File: src/rtl/writeback_queue_pkg.sv
// Shared widths, the zero-register index and the entry layout for the writeback queue.
package writeback_queue_pkg;
  localparam int unsigned DATA_W        = 64;
  localparam int unsigned IDX_W         = 5;
  localparam int unsigned DEPTH_DEFAULT = 4;
  localparam logic [IDX_W-1:0] XZR_IDX  = 5'd31;

  typedef struct packed {
    logic [IDX_W-1:0]  idx;
    logic [DATA_W-1:0] data;
  } wbEntry_t;
endpackage

File: src/rtl/wbq_match.sv
// Youngest-match search over the live window [head, head+count) of the queue storage.
module wbq_match
  import writeback_queue_pkg::*;
#(
  parameter int unsigned DEPTH = DEPTH_DEFAULT,
  localparam int unsigned PTR_W = $clog2(DEPTH)
) (
  input  wbEntry_t [DEPTH-1:0] entries,
  input  logic [PTR_W-1:0]     head,
  input  logic [PTR_W:0]       count,
  input  logic [IDX_W-1:0]     key,
  output logic                 hit,
  output logic [DATA_W-1:0]    data
);

  logic [PTR_W-1:0] slot;

  // Walk oldest to youngest so the last match wins.
  always_comb begin
    hit  = 1'b0;
    data = '0;
    slot = '0;
    for (int unsigned i = 0; i < DEPTH; i++) begin
      slot = head + PTR_W'(i);
      if ((PTR_W+1)'(i) < count && key != XZR_IDX && entries[slot].idx == key) begin
        hit  = 1'b1;
        data = entries[slot].data;
      end
    end
  end

endmodule

File: src/rtl/writeback_queue.sv
// Register-file writeback FIFO with youngest-entry forwarding for two decode read ports.
module writeback_queue
  import writeback_queue_pkg::*;
#(
  parameter int unsigned DEPTH = DEPTH_DEFAULT
) (
  input  logic                     Clk,
  input  logic                     ResetL,
  input  logic                     InValid,
  output logic                     InReady,
  input  logic [IDX_W-1:0]         InRW,
  input  logic [DATA_W-1:0]        InData,
  input  logic                     WbStall,
  output logic                     RegWr,
  output logic [IDX_W-1:0]         RW,
  output logic [DATA_W-1:0]        BusW,
  input  logic [IDX_W-1:0]         RA,
  input  logic [IDX_W-1:0]         RB,
  output logic                     FwdAHit,
  output logic                     FwdBHit,
  output logic [DATA_W-1:0]        FwdA,
  output logic [DATA_W-1:0]        FwdB,
  output logic [$clog2(DEPTH):0]   Count
);

  localparam int unsigned PTR_W = $clog2(DEPTH);
  localparam int unsigned CNT_W = PTR_W + 1;

  wbEntry_t [DEPTH-1:0] entries;
  logic [PTR_W-1:0]     head;
  logic [PTR_W-1:0]     tail;
  logic [CNT_W-1:0]     count;
  logic                 push;
  logic                 pop;
  logic                 notEmpty;

  assign notEmpty = (count != '0);
  assign InReady  = (count < CNT_W'(DEPTH));
  // Zero-register writes are accepted but never stored.
  assign push     = InValid && InReady && (InRW != XZR_IDX);
  assign pop      = notEmpty && !WbStall;

  assign RegWr = pop;
  assign RW    = notEmpty ? entries[head].idx  : '0;
  assign BusW  = notEmpty ? entries[head].data : '0;
  assign Count = count;

  always_ff @(posedge Clk or negedge ResetL) begin
    if (!ResetL) begin
      head  <= '0;
      tail  <= '0;
      count <= '0;
    end else begin
      if (push) tail <= tail + 1'b1;
      if (pop)  head <= head + 1'b1;
      case ({push, pop})
        2'b10:   count <= count + 1'b1;
        2'b01:   count <= count - 1'b1;
        default: count <= count;
      endcase
    end
  end

  // Storage is not reset; validity is defined solely by head/count.
  always_ff @(posedge Clk) begin
    if (push) entries[tail] <= '{idx: InRW, data: InData};
  end

  wbq_match #(.DEPTH(DEPTH)) uMatchA (
    .entries(entries),
    .head   (head),
    .count  (count),
    .key    (RA),
    .hit    (FwdAHit),
    .data   (FwdA)
  );

  wbq_match #(.DEPTH(DEPTH)) uMatchB (
    .entries(entries),
    .head   (head),
    .count  (count),
    .key    (RB),
    .hit    (FwdBHit),
    .data   (FwdB)
  );

endmodule

File: config.mk
export PLATFORM = sky130hd
export DESIGN_NAME = writeback_queue
export DESIGN_NICKNAME = d
export VERILOG_FILES = /design/src/rtl/writeback_queue_pkg.sv /design/src/rtl/wbq_match.sv /design/src/rtl/writeback_queue.sv
export SDC_FILE = /design/constraint.sdc
export NUM_CORES = 1
export LEC_CHECK = 0
export ABC_AREA = 1
export CORE_UTILIZATION = 40
export DETAILED_ROUTE_END_ITERATION = 16
export GPL_TIMING_DRIVEN = 0
export PLACE_DENSITY = 0.71
export SYNTH_ARGS = -nofsm -noshare
export SYNTH_HDL_FRONTEND = slang
export SYNTH_SLANG_ARGS = --single-unit
File: constraint.sdc
create_clock -name Clk -period 5.1 [get_ports Clk]
set_input_delay 1.02 -clock Clk [delete_from_list [all_inputs] [get_ports Clk]]
set_output_delay 1.02 -clock Clk [all_outputs]
set_load 0.01 [all_outputs]
Word level (Yosys, flattened, before mapping)
Cells that the tools add are included.
- shifts and indexed selects: 0
- mux-type cells: 30
- reduce and logical (&&, ||, !) cells: 23
- bitwise logic cells: 0
- $mul: 0
- equal/unequal tests: 13
- magnitude comparators: 11
- add/sub/neg operators: 6
- div/mod/pow operators: 0
- operators by type and width (operator ; number):
    $mux W64 ; 9
    $bmux W69 S2 ; 4
    $mux W69 ; 5
    $bwmux W276 ; 1
    $demux W69 S2 ; 1
    $eq A5 B5 Y1 ; 8
    $logic_and A1 B1 Y1 ; 20
    $lt A2 B3 Y1 const B ; 5
    $ne A5 B5 Y1 const B ; 3
    $mux W1 ; 8
    $lt A1 B3 Y1 const A ; 2
    $lt A2 B3 Y1 const A ; 2
    $pmux W3 S2 ; 1
    $mux W5 ; 1
    $add A2 B1 Y2 const B ; 2
    $add A2 B2 Y2 const B ; 2
    $add A3 B1 Y3 const B ; 1
    $lt A3 B3 Y1 const B ; 1
    $reduce_bool A3 Y1 ; 1
    $sub A3 B1 Y3 const B ; 1
    $eq A2 B1 Y1 const B ; 1
    $eq A2 B2 Y1 const B ; 1
    $ge A2 B1 Y1 const B ; 1
    $reduce_bool A2 Y1 ; 1
    $logic_not A1 Y1 ; 1
- input bits: 83
- bits in read-only memories: 0
- register bits after elaboration: 283
- memories kept: 0
- output and inout port bits: 204
- memory bits (writable): 0
- word-level logic and storage cells: 94
- bits in latches: 0

Depth between registers and ports, before layout
- depth in word-level cells: 8
- gate-level depth with buffers: 17
- depth with buffers taken out: 14

Modules after synthesis
A second synthesis with hierarchy kept.
- cells, all modules: 4883
- area, all modules: 30349.1 um^2
- by module, submodules not included (module ; sequential area each (um^2) ; area each (um^2) ; cells an instance ; times used):
    wbq_match ; 0.0 ; 9057.4 ; 1864 ; 2
    writeback_queue ; 8463.1 ; 12234.2 ; 1155 ; 1

Worst setup path after synthesis
OpenSTA, ideal clock, no wires.
- kind: input port to flip-flop
- start: in InRW[1]
- end: reg, netlist name entries[0]
- data required time: 4.603 ns
- library setup time: 0.497 ns
- arrival time: 4.249 ns
- stages: 3
- path buffers: 0
- path slack: 0.354 ns
- cells stage by stage: nand2_1 o211ai_1 nor2_1
- cells in the longest elaborated chain, start to end: 2
- RTL lines (element ; RTL line ; text):
    from (decl) ; writeback_queue.sv:11 ; input logic [IDX_W-1:0] InRW,
    $ne A5 B5 Y1 ; writeback_queue.sv:40 ; assign push = InValid && InReady && (InRW != XZR_IDX);
    $logic_and A1 B1 Y1 ; writeback_queue.sv:40 ;
Every way passes these cells.
A chain may end at the register's enable or synchronous reset.

Worst setup path in the final report
- start: reg head[1]
- end: out FwdB[48]
- cells in the longest elaborated chain, start to end: 8
- elaborated cells on any way between the ends: 23
- those cells by class: add/sub (3); eq/ne (4); mux (12); reduce/logical (4)
- RTL lines (element ; RTL line ; text):
    from (decl) ; writeback_queue.sv:30 ; logic [PTR_W-1:0] head;
    from (signal assigned) ; writeback_queue.sv:55 ; if (pop) head <= head + 1'b1;
    $add A2 B1 Y2 / $bmux W69 S2 (equally long branches) ; wbq_match.sv:24, wbq_match.sv:25, wbq_match.sv:27 ;
    $bmux W69 S2 / $mux W69 (equally long branches) ; wbq_match.sv:25, wbq_match.sv:27 ;
    $mux W69 (implied by the code) / $eq A5 B5 Y1 (equally long branches) ; wbq_match.sv:25 ; if ((PTR_W+1)'(i) < count && key != XZR_IDX && entries[slot].idx == key) begin
    $eq A5 B5 Y1 / $logic_and A1 B1 Y1 (equally long branches) ; wbq_match.sv:25 ;
    $logic_and A1 B1 Y1 / $mux W64 (equally long branches) ; wbq_match.sv:25 ;
    $mux W64 (2 in series) ; wbq_match.sv:25 ;
    $mux W64 * ; wbq_match.sv:25 ;
    to (decl) ; writeback_queue.sv:22 ; output logic [DATA_W-1:0] FwdB,
Mark *: on every way between the ends. The rest lies on a longest branch, timed or not. The select of a mux whose other input is x is not followed.

==> results.cfg <==
[synthesis]
synth_top_family_by_area = simple AND/OR/NAND/NOR gates
synth_mux_area_frac = 0
synth-compound-area-share = 0.1227
synthAdderAreaFrac = 0.005142
syn_avg_cell_area_um2 = 6.464
synth_top_cell_by_area = edfxtp_1
synth_common_cells = 1,175 x nand2_1, 499 x nor2_1, 474 x o21ai_0
ys_ff_latch = 283
yosys_warnings = 0
syn-cell-area_um2 = 21900
synth-xor-area-share = 0.003599
ys_top_cells_by_area = edfxtp_1 38%, nand2_1 20%, o21ai_0 11%
syn-instance-count = 3388
synthFlopType = edfxtp_1
yosysSeqAreaShare = 0.3864
yosys.area_share.simple = 0.3690
synth.most_common_cell = nand2_1
synth_cell_types = 25
synth_top_area_frac = 0.3784
synthArstFlopShare = 0.02473
synth_edf_count = 276
syn_nets = 3480

[power_and_ir_drop]
finalPower_w = 0.01916
p_leak_nw = 11.98
combPwrFrac = 0.713
power.share.switching = 0.5457
p_switching_w = 0.01046
power_density_nw_per_um2 = 708.1
pwr-share-clk = 0.127
ir_drop_mv = 0.3680
pwr-share-seq = 0.160
internal-power_w = 0.008705

[sta]
clock_skew_ns = 0.01983
rsz0062_at_grt = false
hold_viol = 0
finalCritPeriodShare = 0.9867
relSlewSlack = 0.1354
tightest_slew_ns = 1.291
finalMaxSlewViolations = 0
fmax_mhz = 198.7
finalSetupViolCount = 0
finalCriticalPeriod_ns = 5.032

[setup_path]
critPathKind = flip-flop to output pin
cp.required_ns = 4.08
critPathSlowestCell = clkdlybuf4s50_1
end_kind = output pin
crit_chain = buf_4 > buf_2 > buf_2 > buf_2 > clkbuf_2 > nand2_1 > o21ai_0 > nor2_1 > nor2_1 > nand2_1 > nand2_1 > clkdlybuf4s50_1
max_stage_delay_ns = 0.59
crit_arrival_ns = 4.01
cp_max_fo = 10
start_kind = flip-flop

[floorplan]
start_util = 0.4062
ios = 287
die_area_um2 = 55690
rows = 85
die_x_um = 236.0
coreArea_um2 = 53920
die_h_um = 236.0

[clock_tree]
numCtsBuffers = 35
h-tree-depth = 2
post_cts_buffers = 0
root_buffer = clkbuf_16
cts_tree = built
clock_sink_count = 283
clkTransAtPathRegs_ns = 0.07
cts_buffer_depth = 3
clk_latency_ns = 0.57

[layout]
fin_util = 0.5019
seq_area_um2 = 8463
multi_input_area_um2 = 11000
fill_cells = 5252
nets = 3814
syn_to_final_growth_pct = 23.57
drive_above_1_share = 0.06781

[global_route]
grt_pass1_wl_mm = 138.8
gr-total-overflow = 0
grt_pass1_vias = 23590
grt_max_degree = 28
grt_use_total = 0.3239
antenna_found_initial = 3

[place]
routabilityCongestion = 0.9962
io_buffers = 286
place_hpwl_mm = 65.33

[detailed_routing]
avgRoutedWirePerCell_um = 20.60
routed-via-count = 24980
remaining_drc_errors = 0
met1Wirelength_mm = 35.32
viasPerCell = 5.619
wl_met2_mm = 38.38
top_layer = met4
ant_nets = 0
first_iter_violations = 3253
wirelength_mm = 91.55
first_pass_iters = 7
wl_met3_mm = 11.73

[status]
run_status = finished clean

[job]
max_cap_violations = 0

[min_path]
hold_path.class = flip-flop to flip-flop
==> per-stage QoR <==
step / worst slack (ns) / area (um2) / std cells / TNS (ns) / hold WS [ns]
after floorplan: 0.3538 / 21900 / 3388 / 0 / 0.5566
after global placement: -3.390 / 25630 / 4370 / -914.03 / 0.5654
after detailed placement: 0.1474 / 25920 / 4381 / 0 / 0.5739
after CTS: 0.01785 / 27020 / 4442 / 0 / 0.5946
after global routing: 0.003953 / 27060 / 4445 / 0 / 0.6295
final: 0.06800 / 27060 / 4445 / 0 / 0.5873
==> layout by cell type, fill, tap and decap left out <==
cell type	Yosys	routed
clkinv_2	0	3
nand2_1	1175	1175
buf_6	17	18
nand4_1	132	132
clkbuf_2	0	6
clkinv_1	2	6
xor2_1	7	7
clkbuf_4	0	3
o21ai_1	54	54
clkinv_4	0	2
clkinvlp_4	0	4
o21ai_0	474	474
clkbuf_8	0	1
clkbuf_1	68	68
inv_2	4	4
inv_1	291	291
buf_2	117	111
buf_12	0	6
buf_16	0	5
diode_2	0	3
clkbuf_16	0	37
nor2_2	2	4
nor2_4	0	4
or2_2	1	1
xnor2_1	2	2
ha_1	9	9
a21oi_1	4	4
nand3_1	188	188
dfrtp_1	7	7
o211ai_1	1	1
o21ai_2	2	2
bufinv_16	0	1
inv_6	0	4
edfxtp_1	276	276
nor2_1	499	493
buf_4	34	36
buf_1	20	19
nand2_2	2	2
clkdlybuf4s50_1	0	286
==> area by class of cell <==
cell class,instances,share of cell area
well taps,696,0.03218
plain buffers,256,0.05132
diodes,3,0.0002774
clock inverters,18,0.005271
inverters,297,0.04119
multi-input cells,2552,0.4063
flip-flops and latches,283,0.3127
repair buffers,297,0.1153
clock buffers,43,0.03542
==> critical path: cells and delay by family, from the launching register on <==
kind / cells / cell delay, ns
AOI/OAI and AO/OA: 1 / 0.13
buffers and inverters: 6 / 2.45
DFF: 1 / 0.32
and+or+nand+nor: 5 / 0.51
==> routing by layer <==
metal / up-vias / GRT usage
li1: 11630 / -
met5: - / 0
met3: 326 / 0.09128
met1: 11240 / 0.4163
met4: 0 / 0.2002
met2: 1779 / 0.4802
==> final timing paths <==
path | start | end | slack [ns] | cells past startpoint
max | head[1] | FwdB[48] | 0.07 | 12
min | Count[2] | Count[2] | 0.59 | 2
max reg2reg | Count[2] | entries[99] | 2.16 | 6
min reg2reg | Count[2] | Count[2] | 0.59 | 2
max in group asynchronous | ResetL | tail[0] | 4.15 | 1
min in group asynchronous | ResetL | head[1] | 0.71 | 1
==> kinds of logic (layout without fill, tap and decap cells) <==
| logic type | after synthesis | count (layout) |
|---|---|---|
| adders and majority gates | 9 | 9 |
| DFF | 283 | 283 |
| buffers and inverters | 553 | 911 |
| and+or+nand+nor | 1999 | 1999 |
| xor gates and xnor gates | 9 | 9 |
| other | 0 | 3 |
| AOI/OAI and AO/OA | 535 | 535 |
==> sequential cells by signal, indices dropped and copies added, names as in the netlist <==
signal and flops:
Count 3, entries 276, head 2, tail 2
==> power by group through the flow <==
| stage | Combinational, W | Clock [W] | Sequential (W) |
|---|---|---|---|
| floorplan | 0.00726 | 0 | 0.00311 |
| global placement | 0.0129 | 0 | 0.00317 |
| detailed placement | 0.0131 | 0 | 0.00310 |
| CTS | 0.0132 | 0.00245 | 0.00306 |
| global route | 0.0146 | 0.00254 | 0.00309 |
| finish | 0.0137 | 0.00244 | 0.00306 |
==> timing repair <==
action | CTS | global route
setup endpoints to repair | 0 | 128
gates resized for setup | 0 | 24
hold buffers | 0 | 0
Note: power is estimated with default switching activity, not from simulation.
